### src/rtl/clock_divide_select_multi_if.sv
// Bus bundle for the multi-channel clock divider/selector.
// The master side drives the request and divide factors.
// The slave side (the divider itself) returns the clocks and status.
interface clock_divide_select_multi_if #(
  parameter int NUM_CH = 4,
  parameter int DIV_W  = 4,
  parameter int SEL_W  = 2
);
  logic                    enable;
  logic [SEL_W-1:0]        sel;
  logic [NUM_CH*DIV_W-1:0] div_factor;
  logic [NUM_CH-1:0]       ch_clk;
  logic                    clk_out;
  logic [SEL_W-1:0]        active_ch;
  logic                    busy;

  modport master (
    output enable, sel, div_factor,
    input  ch_clk, clk_out, active_ch, busy
  );

  modport slave (
    input  enable, sel, div_factor,
    output ch_clk, clk_out, active_ch, busy
  );
endinterface

### src/rtl/clock_divide_select_multi.sv
// N-channel 50%-duty clock divider with glitch-free output selection.
// Each channel toggles every D+1 cycles. A new D is picked up only when the
// channel toggles. The select FSM connects clk_out to a channel only while
// that channel is low, and lets a running high pulse finish before it
// disconnects, so clk_out never carries a runt pulse.
module clock_divide_select_multi #(
  parameter int NUM_CH = 4,
  parameter int DIV_W  = 4,
  parameter int SEL_W  = 2
) (
  input logic                       clk,
  input logic                       rst,
  clock_divide_select_multi_if.slave bus
);

  typedef enum logic [1:0] {
    S_OFF,
    S_ARM,
    S_RUN,
    S_PARK
  } state_t;

  // One extra bit so that NUM_CH == 2**SEL_W can be represented.
  localparam logic [SEL_W:0] NUM_CH_W = (SEL_W+1)'(NUM_CH);

  logic [NUM_CH-1:0] ch_clk_q;
  state_t            state_q, state_d;
  logic [SEL_W-1:0]  active_q, active_d;
  logic [SEL_W-1:0]  sel_eff;
  logic              clk_out_q, clk_out_d;
  logic              cur_lvl;

  // Out-of-range selects fall back to channel 0.
  assign sel_eff = ({1'b0, bus.sel} < NUM_CH_W) ? bus.sel : '0;
  assign cur_lvl = ch_clk_q[active_q];

  for (genvar i = 0; i < NUM_CH; i++) begin : g_ch
    logic [DIV_W-1:0] cnt_q;
    logic [DIV_W-1:0] shadow_q;
    logic             lvl_q;

    // Count out one half-period; toggle and reload the factor at the wrap.
    always_ff @(posedge clk) begin
      // NOTE: sequential state uses non-blocking assignments so every
      // register samples the pre-edge values, independent of block order.
      if (rst) begin
        cnt_q    <= '0;
        shadow_q <= bus.div_factor[i*DIV_W +: DIV_W];
        lvl_q    <= 1'b0;
      end else if (cnt_q == shadow_q) begin
        // Reloading only here means a smaller factor can never leave the
        // counter above its limit, so no wrap-around through 2**DIV_W.
        cnt_q    <= '0;
        shadow_q <= bus.div_factor[i*DIV_W +: DIV_W];
        lvl_q    <= ~lvl_q;
      end else begin
        cnt_q <= cnt_q + 1'b1;
      end
    end

    assign ch_clk_q[i] = lvl_q;
  end

  // Select FSM registers: state, connected channel and the gated output.
  always_ff @(posedge clk) begin
    if (rst) begin
      state_q   <= S_OFF;
      active_q  <= '0;
      clk_out_q <= 1'b0;
    end else begin
      state_q   <= state_d;
      active_q  <= active_d;
      clk_out_q <= clk_out_d;
    end
  end

  // Next-state, next channel and next output level of the select FSM.
  always_comb begin
    // NOTE: every output gets a default first, so no path through the case
    // leaves a signal unassigned and no latch is inferred.
    state_d   = state_q;
    active_d  = active_q;
    clk_out_d = 1'b0;

    unique case (state_q)
      S_OFF: begin
        if (bus.enable) begin
          active_d = sel_eff;
          state_d  = S_ARM;
        end
      end

      S_ARM: begin
        if (!bus.enable) begin
          state_d = S_OFF;
        end else if (sel_eff != active_q) begin
          active_d = sel_eff;
        end else if (!cur_lvl) begin
          // Connect only while the channel is low so the first pulse is whole.
          state_d = S_RUN;
        end
      end

      S_RUN: begin
        clk_out_d = cur_lvl;
        if (!bus.enable || (sel_eff != active_q)) begin
          state_d = S_PARK;
        end
      end

      S_PARK: begin
        // Keep following the channel until its high pulse has finished.
        clk_out_d = cur_lvl;
        if (!cur_lvl) begin
          if (bus.enable) begin
            active_d = sel_eff;
            state_d  = S_ARM;
          end else begin
            state_d = S_OFF;
          end
        end
      end

      default: state_d = S_OFF;
    endcase
  end

  assign bus.ch_clk    = ch_clk_q;
  assign bus.clk_out   = clk_out_q;
  assign bus.active_ch = active_q;
  assign bus.busy      = (state_q == S_ARM) || (state_q == S_PARK);

endmodule

### src/flat_wrapper.sv
// flat-port wrapper written by rule: the top's interface ports become plain ports
module clock_divide_select_multi_flat 
#(
  parameter int NUM_CH = 4,
  parameter int DIV_W  = 4,
  parameter int SEL_W  = 2
)
  (clk, rst, bus_enable, bus_sel, bus_div_factor, bus_ch_clk, bus_clk_out, bus_active_ch, bus_busy);
  clock_divide_select_multi_if #(.NUM_CH(NUM_CH), .DIV_W(DIV_W), .SEL_W(SEL_W)) bus_i ();
  input logic clk;
  input logic rst;
  input wire logic [$bits(bus_i.enable)-1:0] bus_enable;
  input wire logic [$bits(bus_i.sel)-1:0] bus_sel;
  input wire logic [$bits(bus_i.div_factor)-1:0] bus_div_factor;
  output wire logic [$bits(bus_i.ch_clk)-1:0] bus_ch_clk;
  output wire logic [$bits(bus_i.clk_out)-1:0] bus_clk_out;
  output wire logic [$bits(bus_i.active_ch)-1:0] bus_active_ch;
  output wire logic [$bits(bus_i.busy)-1:0] bus_busy;
  assign bus_i.enable = bus_enable;
  assign bus_i.sel = bus_sel;
  assign bus_i.div_factor = bus_div_factor;
  assign bus_ch_clk = bus_i.ch_clk;
  assign bus_clk_out = bus_i.clk_out;
  assign bus_active_ch = bus_i.active_ch;
  assign bus_busy = bus_i.busy;
  clock_divide_select_multi #(.NUM_CH(NUM_CH), .DIV_W(DIV_W), .SEL_W(SEL_W)) u_core (.clk(clk), .rst(rst), .bus(bus_i));
endmodule
### config.mk
export PLATFORM = sky130hd
export DESIGN_NAME = clock_divide_select_multi_flat
export DESIGN_NICKNAME = d
export VERILOG_FILES = /design/src/rtl/clock_divide_select_multi_if.sv /design/src/rtl/clock_divide_select_multi.sv /design/src/flat_wrapper.sv
export SDC_FILE = /design/constraint.sdc
export NUM_CORES = 1
export LEC_CHECK = 0
export ABC_AREA = 1
export CAP_MARGIN = 40
export CORE_ASPECT_RATIO = 2
export CORE_UTILIZATION = 40
export DETAILED_ROUTE_END_ITERATION = 10
export GPL_ROUTABILITY_DRIVEN = 0
export PLACE_DENSITY = 0.65
export SYNTH_ARGS = -nofsm -noshare
export SYNTH_HDL_FRONTEND = slang
export SYNTH_SLANG_ARGS = --single-unit
### constraint.sdc
create_clock -name clk -period 1.1 [get_ports clk]
set_input_delay 0.165 -clock clk [delete_from_list [all_inputs] [get_ports clk]]
set_output_delay 0.165 -clock clk [all_outputs]
set_load 0.05 [all_outputs]
==> run summary <==
Clock period minus final worst setup slack = 1.26 ns
Failing checks = setup timing
Upper clock frequency limit = 0.794 GHz
Detailed placer's ending HPWL = 2.59 mm
Post-Route Skew = 0.00446 ns
Placed cell count = 278
Cell types with the largest area share after synthesis = sky130_fd_sc_hd__dfxtp_1, sky130_fd_sc_hd__edfxtp_1, sky130_fd_sc_hd__xnor2_1, sky130_fd_sc_hd__nand2_1, sky130_fd_sc_hd__nor2_1
Average size of a mapped cell = 9.87 sq um
Cell Pwr Density = 1480 mW/mm^2
Aggregate global routing overflow = 0
Vias in the first global route = 1466
DRT Pass-1 Iters = 4
Count of placed standard cells in the final layout, fillers left out = 297
Arrival time at the worst endpoint = 1.26 ns
Hold Crit Endpoint = u_core.bus.active_ch[1]
Fraction of final layout cells with drive strength greater than 1 = 40.8%
Signed area change from the synthesized netlist to the final layout = 54.8%
Total number of H-tree levels = 2
Post-synthesis sequential area ratio = 56.2%
Outcome = complete, but fails checks
Die Area = 0.00465 sq mm
Number of nets in the synthesized netlist = 202
Slew at the pin with the worst max-slew slack = 0.383 ns
MaxCap Viol Count = 0
CP Data Required Time = 1.10 ns
DRC = 0
Worst hold path class = in2reg
Sink Count = 41
Initial cell density of the core = 42.3%
Average wire length per cell after detail routing = 12.7 um
Worst R2R Setup Slack = -0.16 ns
Total CTS buffers = 5
Maximum vdd ir drop = 1.14 mV
Slew Limit Fails = 0
Final worst hold slack = 0.343 ns
Commonest cells after routing, fill and taps aside = sky130_fd_sc_hd__buf_4, sky130_fd_sc_hd__dfxtp_1, sky130_fd_sc_hd__xnor2_1, sky130_fd_sc_hd__clkdlybuf4s50_1, sky130_fd_sc_hd__nand2_1
Dominant cell type by area after synthesis = sky130_fd_sc_hd__dfxtp_1
Core Rows = 33
Std-Cell Core Area = 0.00413 sq mm
Worst hold path cell count = 3
Cell area after layout = 0.00270 sq mm
Post-DRT Antenna Nets = 0
Post-route worst setup slack = -0.159 ns
Number of distinct library cells after synthesis = 22
Filler instances = 340
Fin nets = 269
Count of routing violations after the opening detailed-route iteration = 13
Die Span Y = 95.5 um
Max FO, Critical Path = 7
Netlist area before placement = 0.00175 sq mm
Count of vias placed by the detailed router = 1405
Area of all sequential standard cells = 996 sq um
Synthesized instance count = 177
Unrepaired setup endpoints after global routing = true
Total global-route track usage = 17.8%
Count of yosys warnings during synthesis = 0
Largest net degree at the start of global routing = 13
R2R cell count = 3
Diodes inserted = 0
Setup TNS = -3.51 ns
Clock insertion delay at the later pin of the skew report = 0.29 ns
Clock transition at path regs = 0.07 ns
Clock root buffer master = sky130_fd_sc_hd__clkbuf_8
Critical path type = reg2reg
Number of antenna violations at the first check in global routing = 0
Routed WL = 3.78 mm
Seq cells post-synth = 41
Part of the cycle the worst path needs = 114%
LEAKAGE = 1.09 nW
Post-CTS Hold Buffers = 0
Capture instance of the worst register-to-register path = u_core.g_ch[3].shadow_q[3]
Power, Total = 4.00 mW
Post-DR vias/cell = 4.73
Final Hold Fails = 0
First-pass GRT wire length = 6.13 mm
Count of final setup violators = 37
Yosys top cell area share = 28.7%
Cell Area, Placed = 0.00235 sq mm
Element type at the critical path start = register
Type of element capturing the critical path = register
Worst r2r src = u_core.g_ch[3].shadow_q[0]
Clock tree from TritonCTS = built
Maximum clock path buffer count = 2
Most common library cell in the layout ignoring fill and taps = sky130_fd_sc_hd__buf_4
I/O pin cnt = 29
DIE WIDTH = 48.7 um
Area occupied by multi-input gates = 795 sq um
Worst slew slack as a fraction of its limit = 74.4%
Port Buffer Count = 28
Launch instance of the worst min-delay path = bus_sel[1]
==> critical path, cell delays in order (launching register included) <==
cell and delay [ns]:
sky130_fd_sc_hd__edfxtp_1 0.38, sky130_fd_sc_hd__xnor2_1 0.21, sky130_fd_sc_hd__nand4_1 0.21, sky130_fd_sc_hd__nand2_4 0.17
==> area by class of cell <==
type | instances | share of cell area (%)
Sequential cell | 41 | 36.8
Multi-Input combinational cell | 114 | 29.4
Timing Repair Buffer | 65 | 24.6
Clock buffer | 7 | 3.19
Inverter | 17 | 2.45
Tap cell | 52 | 2.41
Clock inverter | 1 | 1.11
==> repair_timing <==
item | 4_1_cts | 5_1_grt
setup buffers | 3 | 8
endpoints found under the setup margin | 34 | 47
pin swaps | 6 | 11
hold endpoints to repair | 0 | 0
resized for setup | 25 | 27
==> registers in the layout, indices dropped and copies added, names as in the netlist, named ones only <==
name and count:
u_core.g_ch.lvl_q 4, u_core.bus.clk_out 1, u_core.g_ch.shadow_q 16, u_core.g_ch.cnt_q 16
u_core.bus.active_ch 2, u_core.state_q 1
==> cell usage after synthesis (all sizes together) <==
| master | count |
|---|---|
| dfxtp | 25 |
| a21oi | 5 |
| nand3 | 9 |
| inv | 17 |
| ha | 4 |
| buf | 4 |
| nand4 | 5 |
| xnor2 | 20 |
| o21ai | 7 |
| nor3 | 3 |
| nand2 | 30 |
| edfxtp | 16 |
| clkbuf | 1 |
| nor2 | 26 |
| xor2 | 5 |
==> worst max-delay path by stage <==
stage	slack [ns]	to	cells after the start	from
2_1_floorplan	-0.07	u_core.state_q[0]	9	u_core.bus.active_ch[0]
3_3_place_gp	-0.31	u_core.state_q[0]	10	bus_sel[1]
3_5_place_dp	-0.42	u_core.bus.active_ch[0]	9	bus_sel[0]
4_1_cts	-0.12	u_core.g_ch[0].shadow_q[3]	3	u_core.g_ch[0].shadow_q[1]
5_1_grt	-0.24	u_core.g_ch[3].shadow_q[3]	3	u_core.g_ch[3].shadow_q[0]
6_report	-0.16	u_core.g_ch[3].shadow_q[3]	3	u_core.g_ch[3].shadow_q[0]
==> metrics by stage <==
step	setup slack [ns]	utilization [%]
global route	-0.243	65.5
finish	-0.159	65.5
floorplan	-0.0712	-
global placement	-0.312	57.0
detailed placement	-0.418	57.0
CTS	-0.121	61.9
==> per-layer routing <==
layer / part of all wire, % / track usage [%]
met1: 33 / 15.6
met2: 59 / 34.7
met3: 3.3 / 3.83
met4: 4.8 / 12.5
met5: 0 / 0
==> cell families after synthesis <==
family	Yosys count	synth area share [%]
xor+xnor	25	12.5
simple gates	73	19.0
buf+inv	22	5.59
compound gates	12	3.87
fa+ha+maj	4	2.87
flops	41	56.2
==> power breakdown <==
part,internal (mW),switching (mW),leakage (nW)
clock,0.739,0.484,0.0585
combinational,0.510,0.454,0.666
sequential,1.72,0.0962,0.366
Note: power is estimated with default switching activity, not from simulation.
